File: config.mk
export PLATFORM = sky130hd
export DESIGN_NAME = pulse_train_generator_flat
export DESIGN_NICKNAME = d
export VERILOG_FILES = /design/src/rtl/pulse_train_generator_if.sv /design/src/rtl/pulse_train_generator.sv /design/src/flat_wrapper.sv
export SDC_FILE = /design/constraint.sdc
export NUM_CORES = 1
export LEC_CHECK = 0
export ABC_CLOCK_PERIOD_IN_PS = 3360
export CORE_MARGIN = 5
export CORE_UTILIZATION = 55
export CTS_CLUSTER_DIAMETER = 120
export DETAILED_ROUTE_END_ITERATION = 12
export PLACE_DENSITY = 0.79
export SLEW_MARGIN = 20
export SYNTH_ARGS = -nofsm -noshare
export SYNTH_HDL_FRONTEND = slang
export SYNTH_SLANG_ARGS = --single-unit
export TNS_END_PERCENT = 1
File: constraint.sdc
create_clock -name clk -period 3.36 [get_ports clk]
set_input_delay 1.008 -clock clk [delete_from_list [all_inputs] [get_ports clk]]
set_output_delay 1.008 -clock clk [all_outputs]
set_load 0.05 [all_outputs]
File: src/rtl/pulse_train_generator_if.sv
// Handshake bundle for pulse_train_generator: train request inputs and pulse/status outputs.
// The master side drives requests; the slave side is the generator itself.
interface pulse_train_generator_if #(
   parameter int COUNTER_WIDTH = 16,
   parameter int PULSE_WIDTH   = 8
);
   logic                     i_start;
   logic                     i_abort;
   logic [COUNTER_WIDTH-1:0] i_high_cycles;
   logic [COUNTER_WIDTH-1:0] i_low_cycles;
   logic [PULSE_WIDTH-1:0]   i_num_pulses;
   logic                     o_ready;
   logic                     o_out;
   logic                     o_rising;
   logic                     o_falling;
   logic                     o_done;

   modport master (
      output i_start, i_abort, i_high_cycles, i_low_cycles, i_num_pulses,
      input  o_ready, o_out, o_rising, o_falling, o_done
   );

   modport slave (
      input  i_start, i_abort, i_high_cycles, i_low_cycles, i_num_pulses,
      output o_ready, o_out, o_rising, o_falling, o_done
   );
endinterface

File: src/rtl/pulse_train_generator.sv
// Programmable pulse train: N pulses of H high cycles separated by L low cycles.
// Moore FSM; every output is a flop or a decode of the state register.
module pulse_train_generator #(
   parameter int COUNTER_WIDTH = 16,
   parameter int PULSE_WIDTH   = 8
) (
   input  logic                    clk,
   input  logic                    rst,
   pulse_train_generator_if.slave  bus
);

   typedef enum logic [1:0] {
      S_IDLE,
      S_HIGH,
      S_LOW,
      S_DONE
   } state_t;

   localparam logic [COUNTER_WIDTH-1:0] CNT_ONE   = COUNTER_WIDTH'(1);
   localparam logic [PULSE_WIDTH-1:0]   PULSE_ONE = PULSE_WIDTH'(1);

   state_t                   r_state;
   logic [COUNTER_WIDTH-1:0] r_cnt;
   logic [COUNTER_WIDTH-1:0] r_high_m1;
   logic [COUNTER_WIDTH-1:0] r_low_m1;
   logic [PULSE_WIDTH-1:0]   r_pulses_left;
   logic                     r_out;
   logic                     r_rising;
   logic                     r_falling;
   logic                     r_done;

   // Phase length minus one, with a zero length treated as a single cycle.
   function automatic logic [COUNTER_WIDTH-1:0] len_m1(input logic [COUNTER_WIDTH-1:0] len);
      return (len == '0) ? '0 : len - CNT_ONE;
   endfunction

   always_ff @(posedge clk) begin
      if (rst) begin
         r_state       <= S_IDLE;
         r_cnt         <= '0;
         r_high_m1     <= '0;
         r_low_m1      <= '0;
         r_pulses_left <= '0;
         r_out         <= 1'b0;
         r_rising      <= 1'b0;
         r_falling     <= 1'b0;
         r_done        <= 1'b0;
      end else begin
         r_rising  <= 1'b0;
         r_falling <= 1'b0;
         r_done    <= 1'b0;
         case (r_state)
            S_IDLE: begin
               if (bus.i_start) begin
                  r_high_m1     <= len_m1(bus.i_high_cycles);
                  r_low_m1      <= len_m1(bus.i_low_cycles);
                  r_pulses_left <= bus.i_num_pulses;
                  if (bus.i_num_pulses == '0) begin
                     r_state <= S_DONE;
                     r_done  <= 1'b1;
                  end else begin
                     r_state  <= S_HIGH;
                     r_out    <= 1'b1;
                     r_rising <= 1'b1;
                     r_cnt    <= len_m1(bus.i_high_cycles);
                  end
               end
            end
            S_HIGH: begin
               if (bus.i_abort) begin
                  r_state   <= S_DONE;
                  r_out     <= 1'b0;
                  r_falling <= 1'b1;
                  r_done    <= 1'b1;
               end else if (r_cnt == '0) begin
                  r_out     <= 1'b0;
                  r_falling <= 1'b1;
                  // The last pulse goes straight to DONE without a trailing LOW phase.
                  if (r_pulses_left == PULSE_ONE) begin
                     r_state <= S_DONE;
                     r_done  <= 1'b1;
                  end else begin
                     r_state       <= S_LOW;
                     r_cnt         <= r_low_m1;
                     r_pulses_left <= r_pulses_left - PULSE_ONE;
                  end
               end else begin
                  r_cnt <= r_cnt - CNT_ONE;
               end
            end
            S_LOW: begin
               if (bus.i_abort) begin
                  r_state <= S_DONE;
                  r_done  <= 1'b1;
               end else if (r_cnt == '0) begin
                  r_state  <= S_HIGH;
                  r_out    <= 1'b1;
                  r_rising <= 1'b1;
                  r_cnt    <= r_high_m1;
               end else begin
                  r_cnt <= r_cnt - CNT_ONE;
               end
            end
            S_DONE: begin
               r_state <= S_IDLE;
            end
            default: begin
               r_state <= S_IDLE;
               r_out   <= 1'b0;
            end
         endcase
      end
   end

   assign bus.o_ready   = (r_state == S_IDLE);
   assign bus.o_out     = r_out;
   assign bus.o_rising  = r_rising;
   assign bus.o_falling = r_falling;
   assign bus.o_done    = r_done;

endmodule

File: src/flat_wrapper.sv
// flat-port wrapper written by rule: the top's interface ports become plain ports
module pulse_train_generator_flat 
#(
   parameter int COUNTER_WIDTH = 16,
   parameter int PULSE_WIDTH   = 8
)
  (clk, rst, bus_i_start, bus_i_abort, bus_i_high_cycles, bus_i_low_cycles, bus_i_num_pulses, bus_o_ready, bus_o_out, bus_o_rising, bus_o_falling, bus_o_done);
  pulse_train_generator_if #(.COUNTER_WIDTH(COUNTER_WIDTH), .PULSE_WIDTH(PULSE_WIDTH)) bus_i ();
  input  logic clk;
  input  logic rst;
  input wire logic [$bits(bus_i.i_start)-1:0] bus_i_start;
  input wire logic [$bits(bus_i.i_abort)-1:0] bus_i_abort;
  input wire logic [$bits(bus_i.i_high_cycles)-1:0] bus_i_high_cycles;
  input wire logic [$bits(bus_i.i_low_cycles)-1:0] bus_i_low_cycles;
  input wire logic [$bits(bus_i.i_num_pulses)-1:0] bus_i_num_pulses;
  output wire logic [$bits(bus_i.o_ready)-1:0] bus_o_ready;
  output wire logic [$bits(bus_i.o_out)-1:0] bus_o_out;
  output wire logic [$bits(bus_i.o_rising)-1:0] bus_o_rising;
  output wire logic [$bits(bus_i.o_falling)-1:0] bus_o_falling;
  output wire logic [$bits(bus_i.o_done)-1:0] bus_o_done;
  assign bus_i.i_start = bus_i_start;
  assign bus_i.i_abort = bus_i_abort;
  assign bus_i.i_high_cycles = bus_i_high_cycles;
  assign bus_i.i_low_cycles = bus_i_low_cycles;
  assign bus_i.i_num_pulses = bus_i_num_pulses;
  assign bus_o_ready = bus_i.o_ready;
  assign bus_o_out = bus_i.o_out;
  assign bus_o_rising = bus_i.o_rising;
  assign bus_o_falling = bus_i.o_falling;
  assign bus_o_done = bus_i.o_done;
  pulse_train_generator #(.COUNTER_WIDTH(COUNTER_WIDTH), .PULSE_WIDTH(PULSE_WIDTH)) u_core (.clk(clk), .rst(rst), .bus(bus_i));
endmodule
Yosys cells after proc, flatten, opt, wreduce, memory -nomap -nowiden
Cells that the tools add are included.

Register bits after elaboration: 62. Output and inout port bits: 5.

Add/subtract/negate cells: 4. Equality and inequality tests: 14. Mux-type cells: 43. Bitwise gates (word level): 1. Reductions and logical operators: 13.

Operator list (number): $mux 16 (9); $logic_not 16->1 (3); $pmux 16 s3 (1); $sub 16x1->16 const B (3); $mux 8 (4); $mux 1 (18); $pmux 8 s2 (1); $mux 2 (6); $reduce_and 6->1 (2); $ne 2x2->1 const B (5); $eq 8x1->1 const B (1); $logic_not 8->1 (1); $pmux 2 s4 (1); $sub 8x1->8 const B (1); $ne 3x2->1 const B (2); $pmux 1 s3 (2); $reduce_and 5->1 (1); $eq 2x2->1 const B (2); $ne 2x1->1 const B (2); $ne 3x3->1 const B (1); $reduce_and 3->1 (1); $reduce_bool 3->1 (1); $eq 2x1->1 const B (1); $logic_not 2->1 (1); 5 further kinds (5).

Depth between registers and ports, before layout
Depth in word-level cells: 5. Gate-level depth with buffers: 10. Mapped depth without buffers: 8.

Worst setup path after synthesis
OpenSTA, ideal clock, no wires.

Kind: input to register. From: input bus_i_low_cycles[1]. To: register u_core.r_low_m1[15]. Setup time: 0.117 ns. Arrival: 2.732 ns. Data required time: 3.243 ns. Path slack: 0.512 ns. Stages: 5. Path buffers: 0. Cells stage by stage: or4_4 > or4_4 > or4_1 > xnor2_1 > a22o_1.

Word-level cells in the longest chain between the ends: 2. Elaborated cells between the ends (all ways): 3. Classes of those cells: add/sub (1); mux (1); reduce/logical (1).

RTL lines: start: declaration (RTL line flat_wrapper.sv:14) `input wire logic [$bits(bus_i.i_low_cycles)-1:0] bus_i_low_cycles;`; $sub 16x1->16 or $logic_not 16->1 (tied branches) (RTL line pulse_train_generator.sv:34) `return (len == '0) ? '0 : len - CNT_ONE;`; $mux 16 * (RTL line pulse_train_generator.sv:34); end signal: assignment (RTL line pulse_train_generator.sv:56) `r_low_m1 <= len_m1(bus.i_low_cycles);`; end: declaration (RTL line pulse_train_generator.sv:25) `logic [COUNTER_WIDTH-1:0] r_low_m1;`.

Mark *: on every way between the ends. The rest lies on a longest branch, timed or not. A chain may end at the register's enable or synchronous reset.

Final worst setup path
From: input bus_i_high_cycles[5]. To: register u_core.r_cnt[7].

Word-level cells in the longest chain between the ends: 5. Elaborated cells between the ends (all ways): 6. Classes of those cells: add/sub (1); mux (4); reduce/logical (1).

RTL lines: start: declaration (RTL line flat_wrapper.sv:13) `input wire logic [$bits(bus_i.i_high_cycles)-1:0] bus_i_high_cycles;`; $sub 16x1->16 or $logic_not 16->1 (tied branches) (RTL line pulse_train_generator.sv:34); $mux 16 * (RTL line pulse_train_generator.sv:34); $mux 16 * (RTL line pulse_train_generator.sv:58) `if (bus.i_num_pulses == '0) begin`; $mux 16 * (RTL line pulse_train_generator.sv:54) `if (bus.i_start) begin`; $pmux 16 s3 * (RTL line pulse_train_generator.sv:52) `case (r_state)`; end signal: assignment (RTL line pulse_train_generator.sv:65) `r_cnt <= len_m1(bus.i_high_cycles);`; end signal: assignment (RTL line pulse_train_generator.sv:84) `r_cnt <= r_low_m1;`; end signal: assignment (RTL line pulse_train_generator.sv:88) `r_cnt <= r_cnt - CNT_ONE;`; end: declaration (RTL line pulse_train_generator.sv:23) `logic [COUNTER_WIDTH-1:0] r_cnt;`.

Mark *: on every way between the ends. The rest lies on a longest branch, timed or not. The select of a mux whose other input is x is not followed.

==> impl_metrics.tcl <==
set metrics [dict create \
    utilization 0.6764 \
    p_per_area_nw_per_um2 834.2 \
    postRouteAntennaNets 0 \
    drc 0 \
    synth_top_family_by_area "compound AO/OA/AOI/OAI gates" \
    nNetsFinal 623 \
    synth_common_cells "nor2_1 (68), dfxtp_1 (62), nand2_1 (35)" \
    drive_above_1_share 0.1101 \
    track_usage 0.2735 \
    critPathRequiredTime_ps 3620 \
    highest_layer "met4" \
    synth_top_area_cell "dfxtp_1" \
    ctsHtreeMaxLevel 3 \
    place_ws_ps -24.57 \
    die_w_um 96.53 \
    dr.first_iter.drc_count 525 \
    yosys.area_share.simple 0.2628 \
    num_rows 31 \
    min-delay-path-class "flop to flop" \
    fin_crit_sh 0.9167 \
    root_buffer "clkbuf_8" \
    antenna_found_initial 0 \
    synthAdderAreaFrac 0.03646 \
    p_leak_nw 1.820 \
    yosysUniqueCellTypes 67 \
    criticalPathCategory "input pin to flop" \
    die_area_um2 9317 \
    ys.flop_type "dfxtp_1" \
    fmax_mhz 324.7 \
    synth-edff-count 0 \
    r2r_cells 7 \
    ys_ff_latch 62 \
    critPathBufInv 2 \
    met1Wirelength_um 5326 \
    critPathLaunchType "input pin" \
    synth_compound_area_frac 0.2726 \
    diodes 0 \
    ios 49 \
    peakVddDrop_mv 0.3259 \
    rsz0062_at_grt "false" \
    critPathTopFamily "simple AND/OR/NAND/NOR gates" \
    cp_cell_sequence "clkdlybuf4s50_1 > or4_4 > nor4_1 > buf_4 > xor2_1 > a21oi_1 > a211oi_1" \
    hold_start "u_core.r_high_m1[6]$_SDFFE_PP0P_" \
    slowest_delay_ps 610 \
    met3WireLength_um 1001 \
    hold_buffers 0 \
    port_buffers 48 \
    cts_setup_buffers 0 \
    slew-limit-headroom 0.5106 \
    hold_viol_final 0 \
    syn_avg_cell_area_um2 7.980 \
    grt_pass1_wl_um 20020 \
    clk_pin_slew_ps 70 \
    dp_hpwl_um 9008 \
    synth_area_um2 4118 \
    synthMuxAreaShare 0 \
    fin_cells 671 \
    finalClockSkew_ps 9.373 \
    async_reset_ff_frac 0 \
    drtPass1Iterations 5 \
    synthesis.nets 572 \
    wl_met2_um 5473 \
    wl_per_cell_um 17.99 \
    grt_overflow 0 \
    vias_per_cell 6.452 \
    setup_viol_count_final 0 \
    cts_buffers 9 \
    post_cts_resize_count 0 \
    worst_pin_slew_ps 731.4 \
    slowest_stage "or4_4" \
    num_vias 4329 \
    endpoint_kind "flop" \
    clockBufferDepth 2 \
    setup_ws_ps 279.8 \
    coreArea_um2 7253 \
    place.gp.congestion 0.9767 \
    drv_slew 0 \
    synthXorXnorAreaFrac 0.06381 \
    grt_start_max_net_pins 40 \
    maxCapViolCount 0 \
    cts_tree "built" \
    yosys_warnings 0 \
    yosysSeqAreaShare 0.3014 \
    wirelength_um 12070 \
    die_height_um 96.53 \
    crit_fanout 5 \
    synth.most_common_cell "nor2_1" \
    grt_pass1_vias 4082 \
    cp-startpoint "bus_i_high_cycles[5]" \
    status "completed" \
    synth_top_area_share 0.3014 \
    dp.cells 655 \
    final.min_clock_period_ps 3080 \
    initial_core_util 0.5677 \
    worstSkewPairLatency_ps 340 \
    reg2reg_from "u_core.r_cnt[0]$_SDFFE_PP0P_" \
    synth_area_leaders "dfxtp_1 (30%), nor2_1 (6.2%), a22oi_1 (5.3%)" \
    worstHoldPathCells 2 \
    crit_cells 7 \
    syn_inst 516 \
    clock-sinks 62 \
    area_growth_pct 19.14 \
    arrival_ps 3340 \
]
==> registers in the layout, indices dropped and copies added (netlist names) <==
register,flops
u_core.r_pulses_left,8
u_core.bus.o_rising,1
u_core.r_state,2
u_core.r_low_m1,16
u_core.bus.o_done,1
u_core.r_high_m1,16
u_core.bus.o_falling,1
u_core.bus.o_out,1
u_core.r_cnt,16
==> final timing paths <==
path / end / slack (ps)
max: u_core.r_cnt[7]$_SDFFE_PP0P_ / 280
min: u_core.r_high_m1[6]$_SDFFE_PP0P_ / 460
max reg2reg: u_core.r_pulses_left[0]$_SDFFE_PP0P_ / 600
min reg2reg: u_core.r_high_m1[6]$_SDFFE_PP0P_ / 460
==> report_power, final <==
group | switching [W] | total (W) | internal [W]
Combinational | 0.00141 | 0.00228 | 0.000869
Clock | 0.000300 | 0.000565 | 0.000265
Sequential | 0.000282 | 0.00124 | 0.000963
==> tightest hold or removal path, stage by stage (launching register included) <==
cell	delay, ps
dfxtp_1	310
nand2_1	50
a21oi_1	50
==> per-stage QoR <==
step / power, W / TNS [ps] / area, µm² / hold slack [ps]
floorplan: 0.002875 / 0 / 4118 / 432.0
CTS: 0.004034 / 0 / 4906 / 453.5
global placement: 0.003392 / 0 / 4740 / 438.6
finish: 0.004092 / 0 / 4906 / 455.0
detailed placement: 0.003471 / -24.57 / 4740 / 444.8
global route: 0.004371 / 0 / 4906 / 481.5
==> layout by cell type, fill, tap and decap left out, types with 3 or more instances in the layout <==
| master | n |
|---|---|
| a22oi_1 | 29 |
| o221a_2 | 6 |
| a211oi_1 | 10 |
| nor3b_1 | 4 |
| a31oi_1 | 9 |
| nand3_1 | 9 |
| nor4_1 | 9 |
| clkbuf_8 | 9 |
| clkdlybuf4s50_1 | 47 |
| o211ai_1 | 4 |
| ha_1 | 12 |
| xor2_1 | 17 |
| nor2_1 | 68 |
| nand2b_1 | 4 |
| inv_1 | 21 |
| or4_1 | 6 |
| clkinv_2 | 3 |
| nand2_1 | 35 |
| xnor2_1 | 13 |
| a21oi_1 | 29 |
| a221oi_1 | 8 |
| and2_1 | 4 |
| dfxtp_1 | 62 |
| a2bb2oi_1 | 4 |
| o21ai_0 | 26 |
| nor3_1 | 23 |
| or4_4 | 4 |
| nand4_1 | 4 |
| o31ai_1 | 4 |
| buf_4 | 23 |
| or3_1 | 6 |
| a22o_1 | 4 |
| nand4b_1 | 4 |
==> area by class of cell <==
class	count	area, µm²
multi-input cells	400	2624
fillers	637	2347
flip-flops and latches	62	1241
repair buffers	72	668.1
clock buffers	10	127.6
well taps	99	123.9
inverters	22	82.58
clock inverters	6	38.79
==> cells by family (layout without fill, tap and decap cells) <==
group,after synthesis,after routing
AND/OR/NAND/NOR,198,198
AO/OA/AOI/OAI,160,160
adder cells (fa/ha/maj),12,12
XOR/XNOR,30,30
flip-flops,62,62
buffers and inverters,54,110
==> routing by layer <==
metal	track usage	up-vias
met5	0	-
met4	0.1005	0
met3	0.04493	29
met2	0.4253	232
met1	0.3807	2036
li1	-	2032
Power figures use the tool's default switching activity.
